### config.mk
export PLATFORM = sky130hd
export DESIGN_NAME = ysyx_23060061_mem_arbiter
export DESIGN_NICKNAME = d
export VERILOG_FILES = /design/src/rtl/ysyx_23060061_mem_pkg.sv /design/src/rtl/ysyx_23060061_Reg.sv /design/src/rtl/ysyx_23060061_mem_arbiter.sv
export SDC_FILE = /design/constraint.sdc
export NUM_CORES = 1
export LEC_CHECK = 0
export ABC_CLOCK_PERIOD_IN_PS = 1300
export CELL_PAD_IN_SITES_DETAIL_PLACEMENT = 0
export CELL_PAD_IN_SITES_GLOBAL_PLACEMENT = 2
export CORE_MARGIN = 1
export CORE_UTILIZATION = 16
export DETAILED_ROUTE_END_ITERATION = 10
export PLACE_DENSITY = 0.89
export SYNTH_ARGS = -nofsm -noshare
export SYNTH_HDL_FRONTEND = slang
export SYNTH_SLANG_ARGS = --single-unit
### constraint.sdc
create_clock -name clk -period 1.3 [get_ports clk]
set_input_delay 0.26 -clock clk [delete_from_list [all_inputs] [get_ports clk]]
set_output_delay 0.26 -clock clk [all_outputs]
set_load 0.01 [all_outputs]
### src/rtl/ysyx_23060061_mem_pkg.sv
// Shared encodings and default widths for the IFU/LSU memory arbiter.
// Latency: n/a (constants only).
// Backpressure: n/a.
package ysyx_23060061_mem_pkg;

    // Arbiter FSM state encodings
    localparam logic [1:0] ST_IDLE = 2'd0;
    localparam logic [1:0] ST_REQ  = 2'd1;
    localparam logic [1:0] ST_RSP  = 2'd2;

    // Owner of the single outstanding transaction
    localparam logic OWN_IFU = 1'b0;
    localparam logic OWN_LSU = 1'b1;

    // Default bus widths
    localparam int DEF_ADDR_W = 32;
    localparam int DEF_DATA_W = 32;

endpackage

### src/rtl/ysyx_23060061_Reg.sv
// Generic load-enabled register with synchronous active-high reset.
// Latency: 1 cycle from din/wen to dout.
// Backpressure: none; holds value whenever wen is low.
module ysyx_23060061_Reg #(
    parameter int              WIDTH     = 1,
    parameter logic [WIDTH-1:0] RESET_VAL = '0
) (
    input  logic             clk,
    input  logic             rst,
    input  logic [WIDTH-1:0] din,
    output logic [WIDTH-1:0] dout,
    input  logic             wen
);

    // Capture din on wen; reset dominates
    always_ff @(posedge clk) begin
        if (rst) begin
            dout <= RESET_VAL;
        end else if (wen) begin
            dout <= din;
        end
    end

endmodule

### src/rtl/ysyx_23060061_mem_arbiter.sv
// Two-master (IFU read-only, LSU read/write) to one memory port arbiter, LSU fixed priority.
// Latency: accept at T, mem request from T+1, response passes through combinationally; 3 cycles min per txn.
// Backpressure: one txn outstanding; req_ready only in IDLE; mem_req_ready holds REQ, owner rsp_ready stalls mem_rsp_ready.
module ysyx_23060061_mem_arbiter
    import ysyx_23060061_mem_pkg::*;
#(
    parameter int ADDR_W = DEF_ADDR_W,
    parameter int DATA_W = DEF_DATA_W
) (
    input  logic                clk,
    input  logic                rst,

    input  logic                ifu_req_valid,
    output logic                ifu_req_ready,
    input  logic [ADDR_W-1:0]   ifu_addr,
    output logic                ifu_rsp_valid,
    input  logic                ifu_rsp_ready,
    output logic [DATA_W-1:0]   ifu_rdata,

    input  logic                lsu_req_valid,
    output logic                lsu_req_ready,
    input  logic [ADDR_W-1:0]   lsu_addr,
    input  logic                lsu_wen,
    input  logic [DATA_W-1:0]   lsu_wdata,
    input  logic [DATA_W/8-1:0] lsu_wmask,
    output logic                lsu_rsp_valid,
    input  logic                lsu_rsp_ready,
    output logic [DATA_W-1:0]   lsu_rdata,

    output logic                mem_req_valid,
    input  logic                mem_req_ready,
    output logic [ADDR_W-1:0]   mem_addr,
    output logic                mem_wen,
    output logic [DATA_W-1:0]   mem_wdata,
    output logic [DATA_W/8-1:0] mem_wmask,
    input  logic                mem_rsp_valid,
    output logic                mem_rsp_ready,
    input  logic [DATA_W-1:0]   mem_rdata
);

    typedef struct packed {
        logic [ADDR_W-1:0]   addr;
        logic                wen;
        logic [DATA_W-1:0]   wdata;
        logic [DATA_W/8-1:0] wmask;
    } mem_req_t;

    logic [1:0] state_q;
    logic [1:0] state_d;
    logic       owner_q;
    logic       in_idle;
    logic       in_req;
    logic       in_rsp;
    logic       req_accept;
    logic       owner_rsp_ready;
    mem_req_t   req_nxt;
    mem_req_t   req_q;

    // State decode; outputs are forced quiet while reset is asserted so
    // nothing handshakes during the reset cycle itself
    assign in_idle = ~rst & (state_q == ST_IDLE);
    assign in_req  = ~rst & (state_q == ST_REQ);
    assign in_rsp  = ~rst & (state_q == ST_RSP);

    // Grant: LSU wins ties; IFU must hold its valid until a later IDLE
    always_comb begin
        lsu_req_ready = in_idle & lsu_req_valid;
        ifu_req_ready = in_idle & ifu_req_valid & ~lsu_req_valid;
        req_accept    = lsu_req_ready | ifu_req_ready;
    end

    // Select the fields to latch; IFU fetches are plain reads
    always_comb begin
        req_nxt = '0;
        if (lsu_req_valid) begin
            req_nxt.addr  = lsu_addr;
            req_nxt.wen   = lsu_wen;
            req_nxt.wdata = lsu_wdata;
            req_nxt.wmask = lsu_wmask;
        end else begin
            req_nxt.addr  = ifu_addr;
        end
    end

    // Latched request, held stable for the whole transaction
    ysyx_23060061_Reg #(
        .WIDTH     ($bits(mem_req_t)),
        .RESET_VAL ('0)
    ) u_req_reg (
        .clk  (clk),
        .rst  (rst),
        .din  (req_nxt),
        .dout (req_q),
        .wen  (req_accept)
    );

    // Record which master owns the outstanding transaction
    always_ff @(posedge clk) begin
        if (rst) begin
            owner_q <= OWN_IFU;
        end else if (req_accept) begin
            owner_q <= lsu_req_ready ? OWN_LSU : OWN_IFU;
        end
    end

    // Next-state: IDLE -> REQ on accept, REQ -> RSP on mem accept, RSP -> IDLE on response handshake
    always_comb begin
        state_d = state_q;
        case (state_q)
            ST_IDLE: if (req_accept)                    state_d = ST_REQ;
            ST_REQ:  if (mem_req_ready)                 state_d = ST_RSP;
            ST_RSP:  if (mem_rsp_valid && mem_rsp_ready) state_d = ST_IDLE;
            default:                                    state_d = ST_IDLE;
        endcase
    end

    // State register; reset drops any in-flight transaction
    always_ff @(posedge clk) begin
        if (rst) begin
            state_q <= ST_IDLE;
        end else begin
            state_q <= state_d;
        end
    end

    // Downstream request side
    assign mem_req_valid = in_req;
    assign mem_addr      = req_q.addr;
    assign mem_wen       = req_q.wen;
    assign mem_wdata     = req_q.wdata;
    assign mem_wmask     = req_q.wmask;

    // Response steering: only the owner sees valid; the owner's ready throttles memory
    always_comb begin
        owner_rsp_ready = (owner_q == OWN_LSU) ? lsu_rsp_ready : ifu_rsp_ready;
        mem_rsp_ready   = in_rsp & owner_rsp_ready;
        ifu_rsp_valid   = in_rsp & (owner_q == OWN_IFU) & mem_rsp_valid;
        lsu_rsp_valid   = in_rsp & (owner_q == OWN_LSU) & mem_rsp_valid;
    end

    // Read data is not registered
    assign ifu_rdata = mem_rdata;
    assign lsu_rdata = mem_rdata;

endmodule

==> results.sh <==
export IMPL_synth_top_cell_area_share=0.419
export IMPL_ys_ff_latch=72
export IMPL_synth_xor_area_frac=0
export IMPL_cts_tree="built"
export IMPL_crit_type="reg2out"
export IMPL_syn_inst=319
export IMPL_final_layout_size_suffix_gt1_frac=0.226
export IMPL_avgRoutedWirePerCell_microns=15.7
export IMPL_synthSimpleGateAreaFrac=0.0273
export IMPL_start_util=0.164
export IMPL_cap_violations=0
export IMPL_min_period_ns=1.62
export IMPL_synth_commonest_cells="dfxtp_1, buf_4, a22o_1, a21oi_1, mux2i_1"
export IMPL_synth_area_leaders="dfxtp_1, buf_4, a211oi_2"
export IMPL_dp_cells=707
export IMPL_cts_max_level=3
export IMPL_hold_depth=3
export IMPL_port_buffers=183
export IMPL_grt_pass1_wl_microns=16600
export IMPL_violations="setup timing"
export IMPL_syn_area_sq_mm=0.00344
export IMPL_rsz0062_at_grt="true"
export IMPL_die_w_microns=149
export IMPL_vias=2849
export IMPL_synthMuxAreaShare=0.0960
export IMPL_drtIter0Drc=50
export IMPL_synth_most_common_cell="dfxtp_1"
export IMPL_grt_max_degree=38
export IMPL_drc=0
export IMPL_row_count=53
export IMPL_synth_seq_area_share=0.419
export IMPL_ys_warn_count=0
export IMPL_synth_area_per_cell_sq_um=10.8
export IMPL_critical_path_required_ns=1.04
export IMPL_min_period_over_period=1.25
export IMPL_leakagePower_uw=0.00249
export IMPL_root_buffer="clkbuf_16"
export IMPL_synth_top_family_by_area="compound AO/OA/AOI/OAI gates"
export IMPL_syn_to_final_growth_pct=68.5
export IMPL_wirelength_microns=11700
export IMPL_fp_dieArea_sq_mm=0.0221
export IMPL_antenna_left=0
export IMPL_fmax_mhz=617
export IMPL_total_power_uw=7100
export IMPL_synth_edf_count=0
export IMPL_cts_inserted_buffers=9
export IMPL_holdBufCountCts=0
export IMPL_status="finished, violations left"
export IMPL_end_kind="primary output"
export IMPL_maxSlewHeadroom=0.759
export IMPL_hp_class="in2reg"
export IMPL_fin_cells=745
export IMPL_gp_congestion=0.671
export IMPL_finClkSkew_ns=0.00739
export IMPL_final_setup_viol_count=76
export IMPL_clk_pin_slew_ns=0.06
export IMPL_start_kind="flip-flop"
export IMPL_synthesis_nets=460
export IMPL_hold_viol_final=0
export IMPL_vias_per_cell=3.82
export IMPL_maxSlewViolCount=0
export IMPL_synth_compound_area_share=0.266
export IMPL_yosysTopAreaCell="dfxtp_1"
export IMPL_die_y_microns=149
export IMPL_worstMarginPinSlew_ns=0.362
export IMPL_arrival_ns=1.36
export IMPL_grt_pass1_vias=2904
export IMPL_rr_worst_depth=7
export IMPL_grt_usage=0.102
export IMPL_ys_flop_type="dfxtp_1"
export IMPL_setup_ws_ns=-0.321
export IMPL_dp_hpwl_microns=7430
export IMPL_overflow=0
export IMPL_cts_sinks=72
export IMPL_n_antenna_cell=0
export IMPL_grt_antenna_before_repair=0
export IMPL_nets=606
export IMPL_core_area_sq_mm=0.0210
export IMPL_design_area_sq_mm=0.00580
export IMPL_clk_path_buf_depth=2
export IMPL_synthArstFlopShare=0
export IMPL_yosysUniqueCellTypes=25
export IMPL_critPathMaxFanout=2
export IMPL_power_density_mw_per_mm2=1220
export IMPL_ios=280
export IMPL_peakVddDrop_v=0.000507
export IMPL_placed_cell_area_sq_mm=0.00512
export IMPL_firstDrtPassIters=4
export IMPL_synth_adder_area_share=0
export IMPL_clkLatencyLatePin_ns=0.33
-- layout by cell type, fill, tap and decap left out, types with 3 or more instances in the layout --
| cell | instances |
|---|---|
| a211oi_1 | 3 |
| clkbuf_16 | 13 |
| buf_2 | 6 |
| dlygate4sd2_1 | 69 |
| clkdlybuf4s50_1 | 105 |
| a21oi_1 | 33 |
| buf_6 | 8 |
| nor2_4 | 3 |
| nor2_1 | 3 |
| buf_12 | 12 |
| and2_4 | 3 |
| a211oi_2 | 29 |
| mux2i_1 | 33 |
| dfxtp_1 | 70 |
| buf_4 | 18 |
| a22o_1 | 37 |
-- critical path, cell delays in order (launching register included) --
cell	delay, ns
dfxtp_2	0.33
nor3_4	0.21
buf_6	0.13
buf_6	0.08
and3b_1	0.14
buf_2	0.13
-- final timing paths --
path / startpoint / to / slack [ns]
worst min register to register: u_req_reg.dout[26] / u_req_reg.dout[26] / 0.47
worst min-delay path: ifu_req_valid / owner_q / 0.39
worst max register to register: state_q[0] / u_req_reg.dout[60] / -0.23
worst max-delay path: state_q[0] / ifu_req_ready / -0.32
-- routing by layer --
layer,GRT usage,wire length (microns)
met5,0,0
met4,0.0418,277
met3,0.0411,900
met2,0.171,5480
met1,0.113,5060
-- cell families after synthesis --
logic type / Yosys count
compound gates: 106
buf+inv: 92
flops: 72
mux: 33
simple gates: 16
-- power by group --
part / switching, uW / internal [uW]
registers: 105 / 2420
logic: 785 / 1070
clock network: 997 / 1730
-- registers in the layout (all words and copies together), names as in the netlist --
signal / cells
u_req_reg.dout: 69
state_q: 2
owner_q: 1
-- repair_timing --
item | CTS | global route
pin swaps | 8 | 7
endpoints found under the hold margin | 0 | 0
buffers inserted | 12 | 5
setup endpoints to repair | 145 | 77
gates cloned | 3 | 5
resized for setup | 118 | 19
-- through the flow --
stage	utilization	hold slack (ns)	setup WS, ns	TNS (ns)
after floorplan	-	0.393	-0.0690	-1.53
after global placement	0.243	0.455	-0.510	-33.76
after detailed placement	0.243	0.458	-0.537	-34.70
after CTS	0.267	0.362	-0.336	-9.56
after global routing	0.276	0.411	-0.407	-16.08
final	0.276	0.386	-0.321	-9.96
-- layout make-up --
class | instances | area [sq um]
Multi-Input combinational cell | 156 | 1390
Tap cell | 275 | 344
Sequential cell | 72 | 1440
Inverter | 2 | 7.51
Fill cell | 2250 | 15200
Clock inverter | 5 | 80.1
Timing Repair Buffer | 224 | 2290
Clock buffer | 11 | 243
Note: power is estimated with default switching activity, not from simulation.
